===== config.mk =====
export PLATFORM = sky130hd
export DESIGN_NAME = dmem_ctrl_flat
export DESIGN_NICKNAME = d
export VERILOG_FILES = /design/src/rtl/dmem_ctrl_pkg.sv /design/src/rtl/dmem_ctrl_if.sv /design/src/rtl/dmem_store_merge.sv /design/src/rtl/dmem_ctrl.sv /design/src/flat_wrapper.sv
export SDC_FILE = /design/constraint.sdc
export NUM_CORES = 1
export LEC_CHECK = 0
export CAP_MARGIN = 10
export CORE_MARGIN = 1.5
export CORE_UTILIZATION = 40
export DETAILED_ROUTE_END_ITERATION = 10
export GPL_TIMING_DRIVEN = 0
export PLACE_DENSITY = 0.8
export SYNTH_ARGS = -nofsm -noshare
export SYNTH_HDL_FRONTEND = slang
export SYNTH_HIERARCHICAL = 1
export SYNTH_SLANG_ARGS = --single-unit

===== constraint.sdc =====
create_clock -name clk -period 2.2 [get_ports clk]
set_input_delay 0.44 -clock clk [delete_from_list [all_inputs] [get_ports clk]]
set_output_delay 0.44 -clock clk [all_outputs]
set_load 0.1 [all_outputs]

===== src/rtl/dmem_ctrl_pkg.sv =====
// dmem_ctrl_pkg: shared types and funct3 decode for dmem_ctrl.
// DMEM_CTRL_RMW_EN enables sub-word stores via read-modify-write.
package dmem_ctrl_pkg;
`ifdef DMEM_CTRL_RMW_EN
  typedef enum logic [1:0] {IDLE, ACCESS, RMW_WR, RESP} state_t;
`else
  typedef enum logic [1:0] {IDLE, ACCESS, RESP} state_t;
`endif
  typedef enum logic {CORE, DBG} req_id_t;
  localparam logic [2:0] LB = 3'b000, LH = 3'b001, LW = 3'b010, LBU = 3'b100;
  localparam logic [2:0] SB = 3'b000, SH = 3'b001, SW = 3'b010;
  function automatic logic f3_bad(input logic we, input logic [2:0] f3);
`ifdef DMEM_CTRL_RMW_EN
    return we ? (f3 > SW) : (f3 == 3'b011 || (f3[2] && f3[1:0] != 2'b00));
`else
    return we ? (f3 != SW) : (f3 == 3'b011 || (f3[2] && f3[1:0] != 2'b00));
`endif
  endfunction
  function automatic logic misaligned(input logic [2:0] f3, input logic [1:0] a);
    return (f3[1:0] == 2'b10 && a != 2'b00) || (f3[1:0] == 2'b01 && a[0]);
  endfunction
endpackage


===== src/rtl/dmem_ctrl_if.sv =====
// dmem_ctrl_if: core, debug and data-memory signals of dmem_ctrl.
interface dmem_ctrl_if #(parameter int DM_ADDRESS = 9, parameter int DATA_W = 32);
  logic c_req, c_we, c_gnt, c_done, c_err;
  logic [DM_ADDRESS-1:0] c_addr;
  logic [DATA_W-1:0] c_wdata, c_rdata;
  logic [2:0] c_funct3;
  logic d_req, d_we, d_gnt, d_done, d_err;
  logic [DM_ADDRESS-1:0] d_addr;
  logic [DATA_W-1:0] d_wdata, d_rdata;
  logic [2:0] d_funct3;
  logic m_MemRead, m_MemWrite;
  logic [DM_ADDRESS-1:0] m_a;
  logic [DATA_W-1:0] m_wd, m_rd;
  logic [2:0] m_Funct3;
  modport slave (
    input  c_req, c_we, c_addr, c_wdata, c_funct3, d_req, d_we, d_addr, d_wdata, d_funct3, m_rd,
    output c_gnt, c_done, c_err, c_rdata, d_gnt, d_done, d_err, d_rdata,
           m_MemRead, m_MemWrite, m_a, m_wd, m_Funct3
  );
  modport master (
    output c_req, c_we, c_addr, c_wdata, c_funct3, d_req, d_we, d_addr, d_wdata, d_funct3, m_rd,
    input  c_gnt, c_done, c_err, c_rdata, d_gnt, d_done, d_err, d_rdata,
           m_MemRead, m_MemWrite, m_a, m_wd, m_Funct3
  );
endinterface


===== src/rtl/dmem_store_merge.sv =====
// dmem_store_merge: splice a store byte/halfword into a word read from memory.
module dmem_store_merge #(parameter int DATA_W = 32) (
  input  logic [DATA_W-1:0] old_word,
  input  logic [15:0]       wdata,
  input  logic [1:0]        lane,
  input  logic              half,
  output logic [DATA_W-1:0] merged
);
  always_comb begin
    merged = old_word;
    if (half) merged[{lane[1], 4'd0} +: 16] = wdata;
    else merged[{lane, 3'd0} +: 8] = wdata[7:0];
  end
endmodule


===== src/rtl/dmem_ctrl.sv =====
// dmem_ctrl: round-robin arbiter of core/debug ports onto one data memory.
// DMEM_CTRL_RMW_EN adds read-modify-write for SB/SH; otherwise they are errors.
module dmem_ctrl
  import dmem_ctrl_pkg::*;
#(
  parameter int DM_ADDRESS = 9,
  parameter int DATA_W     = 32
) (
  input logic        clk,
  input logic        rst_n,
  dmem_ctrl_if.slave bus
);
  state_t state, state_nx;
  req_id_t ptr, id;
  logic we_q;
  logic [DM_ADDRESS-1:0] addr_q, addr_w;
  logic [DATA_W-1:0] wdata_q, c_rdata_q, d_rdata_q, merged;
  logic [2:0] f3_q;
  logic pick_d, any, bad, sub, acc, resp, rd, wr, rmw;
  assign any = bus.c_req || bus.d_req;
  assign pick_d = bus.d_req && (!bus.c_req || ptr == DBG);
  assign acc = state == ACCESS;
  assign resp = state == RESP;
  assign bad = f3_bad(we_q, f3_q) || misaligned(f3_q, addr_q[1:0]);
  assign addr_w = {addr_q[DM_ADDRESS-1:2], 2'b00};
  assign rd = acc && !bad && (!we_q || sub);
  assign wr = acc && !bad && we_q && !sub;
`ifdef DMEM_CTRL_RMW_EN
  logic [DATA_W-1:0] word_q;
  assign sub = we_q && f3_q != SW;
  assign rmw = state == RMW_WR;
  dmem_store_merge #(.DATA_W(DATA_W)) u_merge (
    .old_word(word_q),
    .wdata   (wdata_q[15:0]),
    .lane    (addr_q[1:0]),
    .half    (f3_q == SH),
    .merged  (merged)
  );
`else
  assign sub = 1'b0;
  assign rmw = 1'b0;
  assign merged = '0;
`endif
  always_ff @(posedge clk or negedge rst_n)
    if (!rst_n) begin
      state <= IDLE;
      ptr <= CORE;
      id <= CORE;
      we_q <= 1'b0;
      addr_q <= '0;
      wdata_q <= '0;
      f3_q <= '0;
      c_rdata_q <= '0;
      d_rdata_q <= '0;
`ifdef DMEM_CTRL_RMW_EN
      word_q <= '0;
`endif
    end else begin
      state <= state_nx;
      if (state == IDLE && any) begin
        id <= pick_d ? DBG : CORE;
        ptr <= pick_d ? CORE : DBG;
        we_q <= pick_d ? bus.d_we : bus.c_we;
        addr_q <= pick_d ? bus.d_addr : bus.c_addr;
        wdata_q <= pick_d ? bus.d_wdata : bus.c_wdata;
        f3_q <= pick_d ? bus.d_funct3 : bus.c_funct3;
      end
      if (rd && !sub && id == CORE) c_rdata_q <= bus.m_rd;
      if (rd && !sub && id == DBG) d_rdata_q <= bus.m_rd;
`ifdef DMEM_CTRL_RMW_EN
      if (rd) word_q <= bus.m_rd;
`endif
    end
  always_comb begin
    state_nx = state;
    case (state)
      IDLE: state_nx = any ? ACCESS : IDLE;
`ifdef DMEM_CTRL_RMW_EN
      ACCESS: state_nx = (sub && !bad) ? RMW_WR : RESP;
      RMW_WR: state_nx = RESP;
`else
      ACCESS: state_nx = RESP;
`endif
      default: state_nx = IDLE;
    endcase
  end
  assign bus.c_gnt = acc && id == CORE;
  assign bus.d_gnt = acc && id == DBG;
  assign bus.c_done = resp && id == CORE;
  assign bus.d_done = resp && id == DBG;
  assign bus.c_err = resp && id == CORE && bad;
  assign bus.d_err = resp && id == DBG && bad;
  assign bus.c_rdata = c_rdata_q;
  assign bus.d_rdata = d_rdata_q;
  // sub-word stores read and write the whole aligned word
  assign bus.m_MemRead = rd;
  assign bus.m_MemWrite = wr || rmw;
  assign bus.m_a = ((rd && sub) || rmw) ? addr_w : (rd || wr) ? addr_q : '0;
  assign bus.m_wd = wr ? wdata_q : rmw ? merged : '0;
  assign bus.m_Funct3 = ((rd && sub) || rmw) ? SW : (rd || wr) ? f3_q : 3'b000;
endmodule


===== src/flat_wrapper.sv =====
// flat-port wrapper written by rule: the top's interface ports become plain ports
module dmem_ctrl_flat import dmem_ctrl_pkg::*;
#(
  parameter int DM_ADDRESS = 9,
  parameter int DATA_W     = 32
)
  (clk, rst_n, bus_c_req, bus_c_we, bus_c_addr, bus_c_wdata, bus_c_funct3, bus_d_req, bus_d_we, bus_d_addr, bus_d_wdata, bus_d_funct3, bus_m_rd, bus_c_gnt, bus_c_done, bus_c_err, bus_c_rdata, bus_d_gnt, bus_d_done, bus_d_err, bus_d_rdata, bus_m_MemRead, bus_m_MemWrite, bus_m_a, bus_m_wd, bus_m_Funct3);
  dmem_ctrl_if #(.DM_ADDRESS(DM_ADDRESS), .DATA_W(DATA_W)) bus_i ();
  input logic clk;
  input logic rst_n;
  input wire logic [$bits(bus_i.c_req)-1:0] bus_c_req;
  input wire logic [$bits(bus_i.c_we)-1:0] bus_c_we;
  input wire logic [$bits(bus_i.c_addr)-1:0] bus_c_addr;
  input wire logic [$bits(bus_i.c_wdata)-1:0] bus_c_wdata;
  input wire logic [$bits(bus_i.c_funct3)-1:0] bus_c_funct3;
  input wire logic [$bits(bus_i.d_req)-1:0] bus_d_req;
  input wire logic [$bits(bus_i.d_we)-1:0] bus_d_we;
  input wire logic [$bits(bus_i.d_addr)-1:0] bus_d_addr;
  input wire logic [$bits(bus_i.d_wdata)-1:0] bus_d_wdata;
  input wire logic [$bits(bus_i.d_funct3)-1:0] bus_d_funct3;
  input wire logic [$bits(bus_i.m_rd)-1:0] bus_m_rd;
  output wire logic [$bits(bus_i.c_gnt)-1:0] bus_c_gnt;
  output wire logic [$bits(bus_i.c_done)-1:0] bus_c_done;
  output wire logic [$bits(bus_i.c_err)-1:0] bus_c_err;
  output wire logic [$bits(bus_i.c_rdata)-1:0] bus_c_rdata;
  output wire logic [$bits(bus_i.d_gnt)-1:0] bus_d_gnt;
  output wire logic [$bits(bus_i.d_done)-1:0] bus_d_done;
  output wire logic [$bits(bus_i.d_err)-1:0] bus_d_err;
  output wire logic [$bits(bus_i.d_rdata)-1:0] bus_d_rdata;
  output wire logic [$bits(bus_i.m_MemRead)-1:0] bus_m_MemRead;
  output wire logic [$bits(bus_i.m_MemWrite)-1:0] bus_m_MemWrite;
  output wire logic [$bits(bus_i.m_a)-1:0] bus_m_a;
  output wire logic [$bits(bus_i.m_wd)-1:0] bus_m_wd;
  output wire logic [$bits(bus_i.m_Funct3)-1:0] bus_m_Funct3;
  assign bus_i.c_req = bus_c_req;
  assign bus_i.c_we = bus_c_we;
  assign bus_i.c_addr = bus_c_addr;
  assign bus_i.c_wdata = bus_c_wdata;
  assign bus_i.c_funct3 = bus_c_funct3;
  assign bus_i.d_req = bus_d_req;
  assign bus_i.d_we = bus_d_we;
  assign bus_i.d_addr = bus_d_addr;
  assign bus_i.d_wdata = bus_d_wdata;
  assign bus_i.d_funct3 = bus_d_funct3;
  assign bus_i.m_rd = bus_m_rd;
  assign bus_c_gnt = bus_i.c_gnt;
  assign bus_c_done = bus_i.c_done;
  assign bus_c_err = bus_i.c_err;
  assign bus_c_rdata = bus_i.c_rdata;
  assign bus_d_gnt = bus_i.d_gnt;
  assign bus_d_done = bus_i.d_done;
  assign bus_d_err = bus_i.d_err;
  assign bus_d_rdata = bus_i.d_rdata;
  assign bus_m_MemRead = bus_i.m_MemRead;
  assign bus_m_MemWrite = bus_i.m_MemWrite;
  assign bus_m_a = bus_i.m_a;
  assign bus_m_wd = bus_i.m_wd;
  assign bus_m_Funct3 = bus_i.m_Funct3;
  dmem_ctrl #(.DM_ADDRESS(DM_ADDRESS), .DATA_W(DATA_W)) u_core (.clk(clk), .rst_n(rst_n), .bus(bus_i));
endmodule

# Yosys cells after proc, flatten, opt, wreduce, memory -nomap -nowiden
# Index checks and enable logic that the tools add are counted.
# totals
reg_bits,113
input_bits,126
out_inout_bits,116
word_cells,56
# op_classes
eq_ne,6
n_reduce_logical,28
n_bitwise,1
n_mux,12
# ops
op,count
2-to-1 mux 32 bit,2
2-to-1 mux 9 bit,2
logical AND 1 bit,16
logical OR 1 bit,6
2-to-1 mux 3 bit,2
2-to-1 mux 1 bit,5
equality test 2 x 1 -> 1 bit (second input constant),2
equality test 2 bit (second input constant),2
one-hot mux 2 bit (2 select lines),1
nonzero test 2 bit,2
equality test 3 x 2 -> 1 bit (second input constant),1
logical NOT 1 bit,3
inequality test 3 x 2 -> 1 bit (second input constant),1
logical NOT 2 bit,1
inverter 1 bit,1

# Depth between registers and ports, before layout
# logic_depth
depth_word,10
ltp_mapped,6
ltp_nobuf,5

# Worst setup path after synthesis
# No wires, ideal clock.
# synth_timing
path_type,register to output
start,register u_core.id
end,output port bus_c_err
arrival_ns,4.209
path_buffers,0
slack_ns,-2.449
path_stages_with_launch,3
required_ns,1.760
cell_sequence,dfrtp_1 -> nor3b_1 -> nor2b_1
# synth_via
elab_chain_len,3
# synth_rtl
element,line_no,source
from (decl),dmem_ctrl.sv:14,"req_id_t ptr, id;"
from (signal assigned),dmem_ctrl.sv:61,id <= pick_d ? DBG : CORE;
inverter 1 bit,--,
logical AND 1 bit,--,
net bus_c_done,flat_wrapper.sv:23,output wire logic [$bits(bus_i.c_done)-1:0] bus_c_done;
logical AND 1 bit,dmem_ctrl.sv:91,assign bus.c_err = resp && id == CORE && bad;
to (decl),flat_wrapper.sv:24,output wire logic [$bits(bus_i.c_err)-1:0] bus_c_err;
# The timed path passes the listed nets, and every way through them passes these cells.

# Worst setup path in the final report
# layout_timing
start,register u_core.f3_q[2]
end,output port bus_m_wd[25]
# layout_via
elab_chain_len,8
word_cells_on_any_way,10
classes_between,eq/ne (2); mux (2); reduce/logical (6)
# layout_rtl
element,line_no,source
from (decl),dmem_ctrl.sv:18,logic [2:0] f3_q;
from (signal assigned),dmem_ctrl.sv:66,f3_q <= pick_d ? bus.d_funct3 : bus.c_funct3;
equality test 3 x 2 -> 1 bit / logical AND 1 bit (equally long branches),dmem_ctrl_pkg.sv:16,return we ? (f3 != SW) : (f3 == 3'b011 || (f3[2] && f3[1:0] != 2'b00));
logical OR 1 bit,dmem_ctrl_pkg.sv:16,
2-to-1 mux 1 bit *,dmem_ctrl_pkg.sv:16,
logical OR 1 bit *,dmem_ctrl.sv:24,"assign bad = f3_bad(we_q, f3_q) || misaligned(f3_q, addr_q[1:0]);"
logical NOT 1 bit *,dmem_ctrl.sv:27,assign wr = acc && !bad && we_q && !sub;
logical AND 1 bit * (2 in a row),dmem_ctrl.sv:27,
2-to-1 mux 32 bit *,dmem_ctrl.sv:99,assign bus.m_wd = wr ? wdata_q : rmw ? merged : '0;
to (decl),flat_wrapper.sv:33,output wire logic [$bits(bus_i.m_wd)-1:0] bus_m_wd;
# Every way passes the cells marked *; elsewhere a longest branch is shown, timed or not.

==> flow_metrics.tcl <==
set metrics [dict create \
    path_clk_slew_ns 0.06 \
    clkSinkCount 113 \
    vias 4225 \
    hold_buffers 0 \
    synth_compound_area_frac 0.100 \
    synth_top_family_by_area "multiplexers" \
    synth_adder_area_share 0 \
    synthTopCellsByArea "dfrtp_1 (58%), a222oi_1 (9.3%), mux2_4 (8.4%)" \
    nFillCells 799 \
    fin_skew_ns 0.00643 \
    critPathKind "register to primary output" \
    dpl.hpwl_um 11200 \
    initial_core_util 0.407 \
    chipWidth_um 113 \
    yosys.area.top_type_share 0.583 \
    regArea_mm2 0.00283 \
    synth_fp_nets 490 \
    slew_viol_final 0 \
    synth-xor-area-share 0 \
    clock.fmax_mhz 396 \
    final_util 0.752 \
    cts_tree "yes" \
    status "complete, but fails checks" \
    cts_buffers 17 \
    synthFlopType "dfrtp_1" \
    ys.warnings.count 6 \
    maxCapViolCount 0 \
    hp-class "input pin to async pin" \
    layout_setup_ws_ns -0.323 \
    hold_viol 0 \
    required_ns 1.76 \
    dr.pass1.iters 8 \
    synth_commonest_cells "dfrtp_1 (113), inv_1 (47), a222oi_1 (45), and2_1 (34), mux2_2 (33)" \
    syn_area_mm2 0.00485 \
    root_buffer "clkbuf_16" \
    die-area_mm2 0.0128 \
    cp_max_fo 5 \
    drc 0 \
    drive_gt1_frac 0.360 \
    drt-total-wl_um 16100 \
    grt_usage 0.255 \
    finalSetupViolCount 47 \
    post_drt_wl_per_cell_um 20.0 \
    design.core.area_mm2 0.0119 \
    yosys.area_share.simple 0.0843 \
    worst_pin_slew_ns 1.04 \
    min_period_ns 2.52 \
    synth-edff-count 0 \
    num_rows 40 \
    rsz0062_at_grt "yes" \
    multi_input_area_mm2 0.00193 \
    relSlewSlack 0.312 \
    overflow 0 \
    violations "negative setup slack" \
    area_growth_pct 84.7 \
    r2r_slack_ns 0.07 \
    syn_avg_cell_area_um2 13.3 \
    critPathMaxStageDelay_ns 0.38 \
    finalNetCount 769 \
    ys_ff_latch 113 \
    critPathMostFrequentCell "and2_4" \
    grt_max_degree 71 \
    drt_iter0_markers 404 \
    io_pins 242 \
    critPathArrivalTime_ns 2.08 \
    crit_slowest_cell "dfrtp_1" \
    synth.area.mux_share 0.169 \
    endpoint_kind "primary output" \
    post-route-period-util 1.15 \
    cts_buffer_depth 2 \
    antenna_found_initial 1 \
    critPathLaunchType "register" \
    netlist-cell-type-count 24 \
    grt_pass1_wl_um 24900 \
    yosys.cell_count.top_type "dfrtp_1" \
    yosysSeqAreaShare 0.583 \
    cp_cell_sequence "nor4_2 -> and3_4 -> and2_4 -> clkbuf_16 -> and2_4 -> buf_12" \
    gp_congestion 0.800 \
    async_flop_share 1.00 \
    port_buffers 241 \
    die_y_um 113 \
    vias_per_cell 5.25 \
    clk-insertion-delay-late_ns 0.40 \
    drtAntennaViolNets 0 \
    cts.htree.levels 4 \
    synth_area_leader_cell "dfrtp_1" \
    grt_pass1_vias 4707 \
    synthCells 364 \
]
-- final timing paths --
path | startpoint | cells after the start | to
setup / recovery | u_core/f3_q[2]$_DFFE_PN0P_ | 6 | bus_m_wd[25]
hold / removal | rst_n | 1 | u_core/bus.c_rdata[13]$_DFFE_PN0P_
setup reg to reg | u_core/f3_q[2]$_DFFE_PN0P_ | 8 | u_core/bus.d_rdata[6]$_DFFE_PN0P_
hold reg to reg | u_core/wdata_q[15]$_DFFE_PN0P_ | 2 | u_core/wdata_q[15]$_DFFE_PN0P_
max in group asynchronous | rst_n | 2 | u_core/we_q$_DFFE_PN0P_
min in group clk | u_core/wdata_q[15]$_DFFE_PN0P_ | 2 | u_core/wdata_q[15]$_DFFE_PN0P_
-- placed cells by master (no fill, tap or decap), drive strengths merged, types with 2 or more instances in the layout --
cell type,synthesis,layout
clkdlybuf4s50,0,124
inv,47,47
nand2,3,3
o21ai,2,2
mux2,64,64
clkinvlp,0,3
nor2,4,4
buf,8,82
a222oi,45,45
bufinv,0,4
and3,14,14
a21o,2,2
and2,34,35
nand2b,2,2
dfrtp,113,113
clkbuf,18,34
clkinv,0,5
nor2b,2,2
dlygate4sd2,0,64
-- final cells by class --
| cell class | instances | share of cell area |
|---|---|---|
| Buffer | 25 | 0.0212 |
| Timing Repair Buffer | 260 | 0.336 |
| Sequential cell | 113 | 0.316 |
| Multi-Input combinational cell | 179 | 0.215 |
| Antenna cell | 1 | 0.000279 |
| Clock buffer | 20 | 0.0510 |
| Tap cell | 147 | 0.0205 |
| Inverter | 47 | 0.0200 |
| Clock inverter | 12 | 0.0204 |
-- registers in the layout, indices dropped and copies added, names as in the netlist --
| signal | cells |
|---|---|
| u_core/we_q | 1 |
| u_core/state | 2 |
| u_core/bus.d_rdata | 32 |
| u_core/f3_q | 3 |
| u_core/addr_q | 9 |
| u_core/wdata_q | 32 |
| u_core/ptr | 1 |
| u_core/bus.c_rdata | 32 |
| u_core/id | 1 |
-- critical path, delay by kind of cell (launching register included) --
kind	cells	cell delay, ns
flops	1	0.38
simple gates	4	0.96
buf+inv	2	0.33
-- through the flow --
| step | instance area (um^2) | instances | worst slack, ns | hold slack (ns) | TNS (ns) |
|---|---|---|---|---|---|
| final | 8960 | 804 | -0.323 | 0.0279 | -12.07 |
| after floorplan | 5040 | 364 | -0.264 | 0.144 | -2.74 |
| after CTS | 8890 | 801 | -0.327 | 0.0361 | -12.31 |
| after global routing | 8960 | 804 | -0.411 | 0.0600 | -16.05 |
| after detailed placement | 7660 | 753 | -0.909 | 0.469 | -44.54 |
| after global placement | 7630 | 752 | -3.47 | 0.471 | -434.12 |
-- kinds of logic (layout without fill, tap and decap cells) --
| kind of cell | count (synthesis) | after routing |
|---|---|---|
| compound gates | 50 | 50 |
| buf+inv | 73 | 364 |
| flops | 113 | 113 |
| mux | 64 | 64 |
| other cells | 0 | 1 |
| simple gates | 64 | 65 |
-- metal layers --
metal	part of all wire	wire length (um)	vias up	GRT usage
li1	-	-	1885	-
met1	0.37	5950	2096	0.278
met2	0.51	8200	225	0.446
met3	0.11	1740	19	0.103
met4	0.014	225	0	0.0950
met5	0	0	-	0
-- repair_timing --
item | in CTS | in global routing
cloned | 5 | 0
pin swaps | 14 | 11
gates resized for setup | 532 | 29
buffers inserted | 11 | 5
endpoints found under the setup margin | 116 | 73
Power is not shown: default switching activity piles up to over one toggle a cycle in this logic, so the estimate is an artifact.
